<file path="src/rtl/inst_rom_arbiter_if.sv">
// Bus bundle between the fetch/debug requesters, the instruction ROM and inst_rom_arbiter.
// align_err exists only when ARB_ALIGN_CHK_EN is defined.
interface inst_rom_arbiter_if;
   logic        if_req;
   logic [31:0] if_addr;
   logic        if_gnt;
   logic [31:0] if_rdata;
   logic        if_rvalid;
   logic        dbg_req;
   logic [31:0] dbg_addr;
   logic        dbg_gnt;
   logic [31:0] dbg_rdata;
   logic        dbg_rvalid;
   logic        rom_ce;
   logic [31:0] rom_addr;
   logic [31:0] rom_inst;
`ifdef ARB_ALIGN_CHK_EN
   logic        align_err;

   modport master (output if_req, if_addr, dbg_req, dbg_addr, rom_inst,
                   input  if_gnt, if_rdata, if_rvalid, dbg_gnt, dbg_rdata, dbg_rvalid,
                          rom_ce, rom_addr, align_err);
   modport slave  (input  if_req, if_addr, dbg_req, dbg_addr, rom_inst,
                   output if_gnt, if_rdata, if_rvalid, dbg_gnt, dbg_rdata, dbg_rvalid,
                          rom_ce, rom_addr, align_err);
`else
   modport master (output if_req, if_addr, dbg_req, dbg_addr, rom_inst,
                   input  if_gnt, if_rdata, if_rvalid, dbg_gnt, dbg_rdata, dbg_rvalid,
                          rom_ce, rom_addr);
   modport slave  (input  if_req, if_addr, dbg_req, dbg_addr, rom_inst,
                   output if_gnt, if_rdata, if_rvalid, dbg_gnt, dbg_rdata, dbg_rvalid,
                          rom_ce, rom_addr);
`endif
endinterface

</file>
<file path="src/rtl/inst_rom_arbiter.sv">
// Shares the single-port instruction ROM between IF fetch and debug reads; IF has priority,
// with a starvation guard for debug. Optional ARB_ALIGN_CHK_EN zeroes misaligned reads and flags align_err.
module inst_rom_arbiter #(
   parameter int STARVE_LIMIT = 4,
   parameter int CNT_W        = 4
) (
   input  logic              clk,
   input  logic              rst,
   inst_rom_arbiter_if.slave bus
);

   typedef enum logic [1:0] {IDLE, RESP_IF, RESP_DBG} state_t;

   localparam logic [CNT_W-1:0] LIMIT   = CNT_W'(STARVE_LIMIT);
   localparam logic [CNT_W-1:0] CNT_MAX = '1;

   state_t           state, state_nxt;
   logic [CNT_W-1:0] starve_cnt, starve_cnt_nxt;
   logic             if_gnt, dbg_gnt;
   logic [31:0]      if_rdata, dbg_rdata;
   logic [31:0]      rdata_cap;

   assign dbg_gnt = bus.dbg_req & (~bus.if_req | (starve_cnt >= LIMIT));
   assign if_gnt  = bus.if_req & ~dbg_gnt;

   assign bus.if_gnt     = if_gnt;
   assign bus.dbg_gnt    = dbg_gnt;
   assign bus.rom_ce     = if_gnt | dbg_gnt;
   assign bus.rom_addr   = if_gnt ? bus.if_addr : (dbg_gnt ? bus.dbg_addr : 32'h0);
   assign bus.if_rdata   = if_rdata;
   assign bus.dbg_rdata  = dbg_rdata;
   assign bus.if_rvalid  = (state == RESP_IF);
   assign bus.dbg_rvalid = (state == RESP_DBG);

`ifdef ARB_ALIGN_CHK_EN
   logic misaligned;
   logic align_err;

   // The ROM is still accessed on a misaligned grant; only the returned word is suppressed.
   assign misaligned    = bus.rom_addr[1:0] != 2'b00;
   assign rdata_cap     = misaligned ? 32'h0 : bus.rom_inst;
   assign bus.align_err = align_err;

   always_ff @(posedge clk or negedge rst) begin
      if (!rst) align_err <= 1'b0;
      else      align_err <= (if_gnt | dbg_gnt) & misaligned;
   end
`else
   assign rdata_cap = bus.rom_inst;
`endif

   always_comb begin
      state_nxt      = IDLE;
      starve_cnt_nxt = '0;
      if (if_gnt)       state_nxt = RESP_IF;
      else if (dbg_gnt) state_nxt = RESP_DBG;
      if (bus.dbg_req && !dbg_gnt)
         starve_cnt_nxt = (starve_cnt == CNT_MAX) ? starve_cnt : starve_cnt + 1'b1;
   end

   // State records which requester owns the read returning next cycle.
   always_ff @(posedge clk or negedge rst) begin
      if (!rst) begin
         state      <= IDLE;
         starve_cnt <= '0;
         if_rdata   <= 32'h0;
         dbg_rdata  <= 32'h0;
      end else begin
         state      <= state_nxt;
         starve_cnt <= starve_cnt_nxt;
         if (if_gnt)  if_rdata  <= rdata_cap;
         if (dbg_gnt) dbg_rdata <= rdata_cap;
      end
   end

endmodule

</file>
<file path="src/flat_wrapper.sv">
// flat-port wrapper written by rule: the top's interface ports become plain ports
module inst_rom_arbiter_flat 
#(
   parameter int STARVE_LIMIT = 4,
   parameter int CNT_W        = 4
)
  (clk, rst, bus_if_req, bus_if_addr, bus_dbg_req, bus_dbg_addr, bus_rom_inst, bus_if_gnt, bus_if_rdata, bus_if_rvalid, bus_dbg_gnt, bus_dbg_rdata, bus_dbg_rvalid, bus_rom_ce, bus_rom_addr);
  inst_rom_arbiter_if bus_i ();
  input  logic clk;
  input  logic rst;
  input wire logic [$bits(bus_i.if_req)-1:0] bus_if_req;
  input wire logic [$bits(bus_i.if_addr)-1:0] bus_if_addr;
  input wire logic [$bits(bus_i.dbg_req)-1:0] bus_dbg_req;
  input wire logic [$bits(bus_i.dbg_addr)-1:0] bus_dbg_addr;
  input wire logic [$bits(bus_i.rom_inst)-1:0] bus_rom_inst;
  output wire logic [$bits(bus_i.if_gnt)-1:0] bus_if_gnt;
  output wire logic [$bits(bus_i.if_rdata)-1:0] bus_if_rdata;
  output wire logic [$bits(bus_i.if_rvalid)-1:0] bus_if_rvalid;
  output wire logic [$bits(bus_i.dbg_gnt)-1:0] bus_dbg_gnt;
  output wire logic [$bits(bus_i.dbg_rdata)-1:0] bus_dbg_rdata;
  output wire logic [$bits(bus_i.dbg_rvalid)-1:0] bus_dbg_rvalid;
  output wire logic [$bits(bus_i.rom_ce)-1:0] bus_rom_ce;
  output wire logic [$bits(bus_i.rom_addr)-1:0] bus_rom_addr;
  assign bus_i.if_req = bus_if_req;
  assign bus_i.if_addr = bus_if_addr;
  assign bus_i.dbg_req = bus_dbg_req;
  assign bus_i.dbg_addr = bus_dbg_addr;
  assign bus_i.rom_inst = bus_rom_inst;
  assign bus_if_gnt = bus_i.if_gnt;
  assign bus_if_rdata = bus_i.if_rdata;
  assign bus_if_rvalid = bus_i.if_rvalid;
  assign bus_dbg_gnt = bus_i.dbg_gnt;
  assign bus_dbg_rdata = bus_i.dbg_rdata;
  assign bus_dbg_rvalid = bus_i.dbg_rvalid;
  assign bus_rom_ce = bus_i.rom_ce;
  assign bus_rom_addr = bus_i.rom_addr;
  inst_rom_arbiter #(.STARVE_LIMIT(STARVE_LIMIT), .CNT_W(CNT_W)) u_core (.clk(clk), .rst(rst), .bus(bus_i));
endmodule
</file>
<file path="config.mk">
export PLATFORM = sky130hd
export DESIGN_NAME = inst_rom_arbiter_flat
export DESIGN_NICKNAME = d
export VERILOG_FILES = /design/src/rtl/inst_rom_arbiter_if.sv /design/src/rtl/inst_rom_arbiter.sv /design/src/flat_wrapper.sv
export SDC_FILE = /design/constraint.sdc
export NUM_CORES = 1
export LEC_CHECK = 0
export CELL_PAD_IN_SITES_DETAIL_PLACEMENT = 1
export CELL_PAD_IN_SITES_GLOBAL_PLACEMENT = 2
export CORE_ASPECT_RATIO = 1.2
export CORE_MARGIN = 1.5
export CORE_UTILIZATION = 24
export CTS_BUF_LIST = sky130_fd_sc_hd__clkbuf_4
export DETAILED_ROUTE_END_ITERATION = 8
export PLACE_DENSITY = 0.8
export SLEW_MARGIN = 20
export SYNTH_ARGS = -nofsm -noshare
export SYNTH_HDL_FRONTEND = slang
export SYNTH_SLANG_ARGS = --single-unit
</file>
<file path="constraint.sdc">
create_clock -name clk -period 1.5 [get_ports clk]
set_input_delay 0.3 -clock clk [delete_from_list [all_inputs] [get_ports clk]]
set_output_delay 0.3 -clock clk [all_outputs]
set_load 0.03 [all_outputs]
</file>
Word level (Yosys, flattened, before mapping)
Cells that the tools add are included.
{"block": "totals", "in_bits": 100, "regBits": 70, "out_inout_bits": 101, "wordCells": 24}
{"block": "classes", "n_mux": 6, "n_addsub": 1, "reduce_logical": 2, "order_cmp": 1, "eq_ne": 4, "n_bitwise": 6}
{"cell": "32-bit two-way mux", "count": 2}
{"cell": "4-bit two-way mux", "count": 2}
{"cell": "4-bit by 1-bit adder with 4-bit output (second input constant)", "count": 1}
{"cell": "4-bit equality test (second input constant)", "count": 1}
{"cell": "4-bit by 3-bit >= comparator with 1-bit output (second input constant)", "count": 1}
{"cell": "2-bit two-way mux", "count": 2}
{"cell": "1-bit AND", "count": 2}
{"cell": "2-bit by 1-bit equality test with 1-bit output (second input constant)", "count": 1}
{"cell": "2-bit equality test (second input constant)", "count": 1}
{"cell": "2-bit inequality test (second input constant)", "count": 1}
{"cell": "1-bit NOT", "count": 2}
{"cell": "1-bit bitwise OR", "count": 2}
{"cell": "1-bit logical AND", "count": 1}
{"cell": "1-bit logical NOT", "count": 1}

Depth between registers and ports, before layout
{"block": "logic_depth", "depth_word": 6, "mapped_depth": 5, "ltp_nobuf": 2}

Worst setup path after synthesis
Ideal clock, no wire load.
{"block": "synth_path", "path_type": "register to output", "from": "register u_core.starve_cnt[3]", "to": "output port bus_rom_addr[16]", "path_slack_ps": -322, "stages_incl_launch_ff": 6, "t_arrival_ps": 1522, "required_ps": 1200, "cell_sequence": "dfrtp_1 -> buf_4 -> o21a_1 -> buf_6 -> buf_6 -> o22ai_1"}
{"block": "synth_via", "elab_chain_len": 6, "elab_cells_between_ends": 7, "cone_classes": "order compare: 1; mux: 2; bitwise: 4"}
{"item": "start, declared", "line_no": "inst_rom_arbiter.sv:18", "rtl": "logic [CNT_W-1:0] starve_cnt, starve_cnt_nxt;"}
{"item": "start signal, assigned", "line_no": "inst_rom_arbiter.sv:70", "rtl": "starve_cnt <= starve_cnt_nxt;"}
{"item": "4-bit by 3-bit >= comparator with 1-bit output *", "line_no": "inst_rom_arbiter.sv:23", "rtl": "assign dbg_gnt = bus.dbg_req & (~bus.if_req | (starve_cnt >= LIMIT));"}
{"item": "1-bit bitwise OR *", "line_no": "inst_rom_arbiter.sv:23"}
{"item": "1-bit AND *", "line_no": "inst_rom_arbiter.sv:23"}
{"item": "1-bit NOT", "line_no": "inst_rom_arbiter.sv:24", "rtl": "assign if_gnt = bus.if_req & ~dbg_gnt;"}
{"item": "1-bit AND", "line_no": "inst_rom_arbiter.sv:24"}
{"item": "32-bit two-way mux *", "line_no": "inst_rom_arbiter.sv:29", "rtl": "assign bus.rom_addr = if_gnt ? bus.if_addr : (dbg_gnt ? bus.dbg_addr : 32'h0);"}
{"item": "end, declared", "line_no": "flat_wrapper.sv:23", "rtl": "output wire logic [$bits(bus_i.rom_addr)-1:0] bus_rom_addr;"}
Every way passes the cells marked *; elsewhere a longest branch is shown, timed or not.

Worst setup path after layout
{"block": "layout_path", "from": "register u_core.starve_cnt[2]", "to": "output port bus_rom_addr[25]"}
The elaborated chain is that of the path after synthesis.

==> impl_metrics.csv <==
group,metric,value,unit
global_routing,grt.total_usage,0.183,
cells_and_area,fin_nets,804,
place,pre_cts_slack,-529,ps
timing,fin_crit_sh,1.38,
clock_network,clk_path_buf_depth,2,
setup_path,r2r_slack,-60,ps
clock_network,cts_tree,"built",
detailed_routing,firstDrtPassIters,4,
place,place.port_buffers,200,
timing,relSlewSlack,0.586,
setup_path,cp-start-kind,"flop",
place,dp_hpwl,11700,um
cells_and_area,drive_gt1_frac,0.331,
clock_network,clock_latency,450,ps
place,gp_congestion,0.739,
logic_synthesis,yosys.area.top_type,"dfrtp_1",
timing,setup_ws,-573,ps
floorplan,die_x,128,um
power,p_leak,3.07,nW
logic_synthesis,yosys-top-cells-area,"dfrtp_1 (39%), o211ai_1 (13%), nand2_1 (11%)",
detailed_routing,drt_iter0_drc,170,
detailed_routing,drc,0,
timing,setup_viol,43,
logic_synthesis,synth_nets,595,
floorplan,io_pins,201,
cells_and_area,syn2layout_area_growth,69.7,%
detailed_routing,via_count,4704,
floorplan,floorplan.initialDensity,0.246,
global_routing,grt_pass1_wl,28100,um
logic_synthesis,yosysSeqAreaShare,0.391,
detailed_routing,ant_nets,0,
clock_network,cts.sinks,70,
timing,tns,-19010,ps
logic_synthesis,syn_inst,494,
setup_path,end_kind,"output port",
timing,fin_crit,2070,ps
status,violations,"setup timing",
global_routing,grt_max_degree,67,
clock_network,cts_buffers,9,
clock_network,cts_root_buf,"clkbuf_4",
timing,max_freq,482,MHz
cells_and_area,instances_no_fill,933,
logic_synthesis,post_synth.cell_area_avg,9.08,sq um
timing,tightest_slew,621,ps
setup_path,cp_data_required_time,1200,ps
logic_synthesis,ys_seq_elements,70,
detailed_routing,wl_per_cell,19.0,um
global_routing,grt_antenna_before_repair,1,
power,ir_drop,0.320,mV
floorplan,core-area,18200,sq um
setup_path,cp_max_fo,8,
clock_network,path_clk_slew,130,ps
place,place_inst,890,
run,maxCapViolations,0,
logic_synthesis,syn_area,4480,sq um
floorplan,die_h,153,um
floorplan,rows,54,
global_routing,grt_pass1_vias,5228,
cells_and_area,fill_cells,2043,
logic_synthesis,yosys_warnings,0,
detailed_routing,drt-total-wl,17800,um
timing,grt_setup_unrepaired,"yes",
global_routing,overflow,0,
floorplan,die_area,19500,sq um
timing,hold_viol,0,
status,status,"finished, violations left",
timing,maxSlewViolCount,0,
setup_path,worstSetupPathType,"flop to output port",
setup_path,cp.arrival,1770,ps
detailed_routing,routed_via_density,5.04,
logic_synthesis,synth.top_cell.area_share,0.391,
worst_hold_path,hold_path_class,"input pin to asynchronous set/reset pin",
power,total_power,6.59,mW
power,power_density,867,nW/um^2
timing,finalClockSkew,14.4,ps
clock_network,htree_levels,3,
logic_synthesis,synth_cell_types,23,
[report_power, final]
part / total [mW] / leakage (nW) / internal (mW) / switching [mW]
clock network: 1.64 / 0.100 / 0.852 / 0.783
logic: 2.62 / 2.12 / 1.14 / 1.48
registers: 2.34 / 0.845 / 2.13 / 0.209
total: 6.59 / 3.07 / 4.12 / 2.47
[sequential cells by signal, summed over array words and instances, names as in the netlist]
name	flops
u_core.bus.if_rdata	32
u_core.bus.dbg_rdata	32
u_core.starve_cnt	4
u_core.state	2
[cell families after synthesis]
family	after synthesis	share of synthesized area
AND/OR/NAND/NOR	235	0.295
AO/OA/AOI/OAI	129	0.241
flip-flops	70	0.391
buffers and inverters	58	0.0695
adder cells (fa/ha/maj)	1	0.00279
other	1	0.000836
[path summary, 6_finish.rpt]
path	from	endpoint	cells after the start
worst max-delay path	u_core.starve_cnt[2]	bus_rom_addr[25]	5
min in group clk	bus_if_req	u_core.starve_cnt[1]	3
worst min register to register	u_core.bus.if_rdata[12]	u_core.bus.if_rdata[12]	2
worst max register to register	u_core.starve_cnt[2]	u_core.bus.dbg_rdata[7]	7
max in group asynchronous	rst	u_core.starve_cnt[2]	3
worst min-delay path	rst	u_core.bus.if_rdata[16]	2
[worst max-delay path, stage by stage (launching register included)]
cell     delay, ps
dfrtp_2        470
o21a_4         270
buf_8          140
buf_12         150
o22ai_4        160
buf_6          150
[per-layer routing]
metal | GRT usage | share of wire | wire (um) | vias to the layer above
met5 | 0 | 0 | 0 | -
met1 | 0.214 | 0.40 | 7070 | 2342
met3 | 0.0572 | 0.070 | 1230 | 18
li1 | - | - | - | 2191
met4 | 0.0487 | 0.014 | 257 | 0
met2 | 0.320 | 0.52 | 9190 | 153
[synthesized netlist by cell type]
cell type  instances
nand2_1          128
o211ai_1          78
dfrtp_1           70
nand2b_1          64
nand4bb_1         32
clkbuf_1          29
o22ai_1           22
o211ai_2          18
buf_2             12
o22ai_2           10
buf_4              8
buf_6              6
nor2b_1            5
and4_1             2
buf_1              2
and4b_1            1
clkbuf_4           1
conb_1             1
ha_1               1
nor2_1             1
nor3b_2            1
o21a_1             1
or2_2              1
[what timing repair did]
| action | in CTS | in global routing |
|---|---|---|
| hold buffers | 1 | 0 |
| gates cloned | 6 | 1 |
| resized for setup | 495 | 43 |
| endpoints found under the setup margin | 126 | 81 |
| pin swaps | 2 | 3 |
| setup buffers | 17 | 8 |
| endpoints found under the hold margin | 64 | 0 |
[final cells by class]
class	instances	area, sq um	share of cell area
multi-input combinational	366	2840	0.373
timing repair buffer	256	2540	0.334
sequential	70	1750	0.231
tap	224	280	0.0368
clock inverter	7	121	0.0160
clock buffer	9	67.6	0.00888
antenna	1	2.50	0.000329
[cell usage in the layout (no fill, tap or decap), drive strengths merged]
master         instances
buf                  158
dlygate4sd3            1
nor2                   1
nor3b                  1
diode                  1
dfrtp                 70
o211ai                96
nand2b                64
ha                     1
nor2b                  5
conb                   1
and4b                  1
clkbuf                10
bufinv                 3
clkinv                 3
o21a                   1
inv                    1
o22ai                 32
clkdlybuf4s50         96
or2                    1
and4                   2
nand2                128
nand4bb               32
[stage by stage]
step           hold slack, ps  area (sq um)   util
5_1_grt                   219          7610  0.417
3_5_place_dp              184          7140  0.391
3_3_place_gp              181          7140  0.391
6_report                  259          7610  0.417
2_1_floorplan            4.41          4890      -
4_1_cts                   216          7610  0.417
Note: power is estimated with default switching activity, not from simulation.
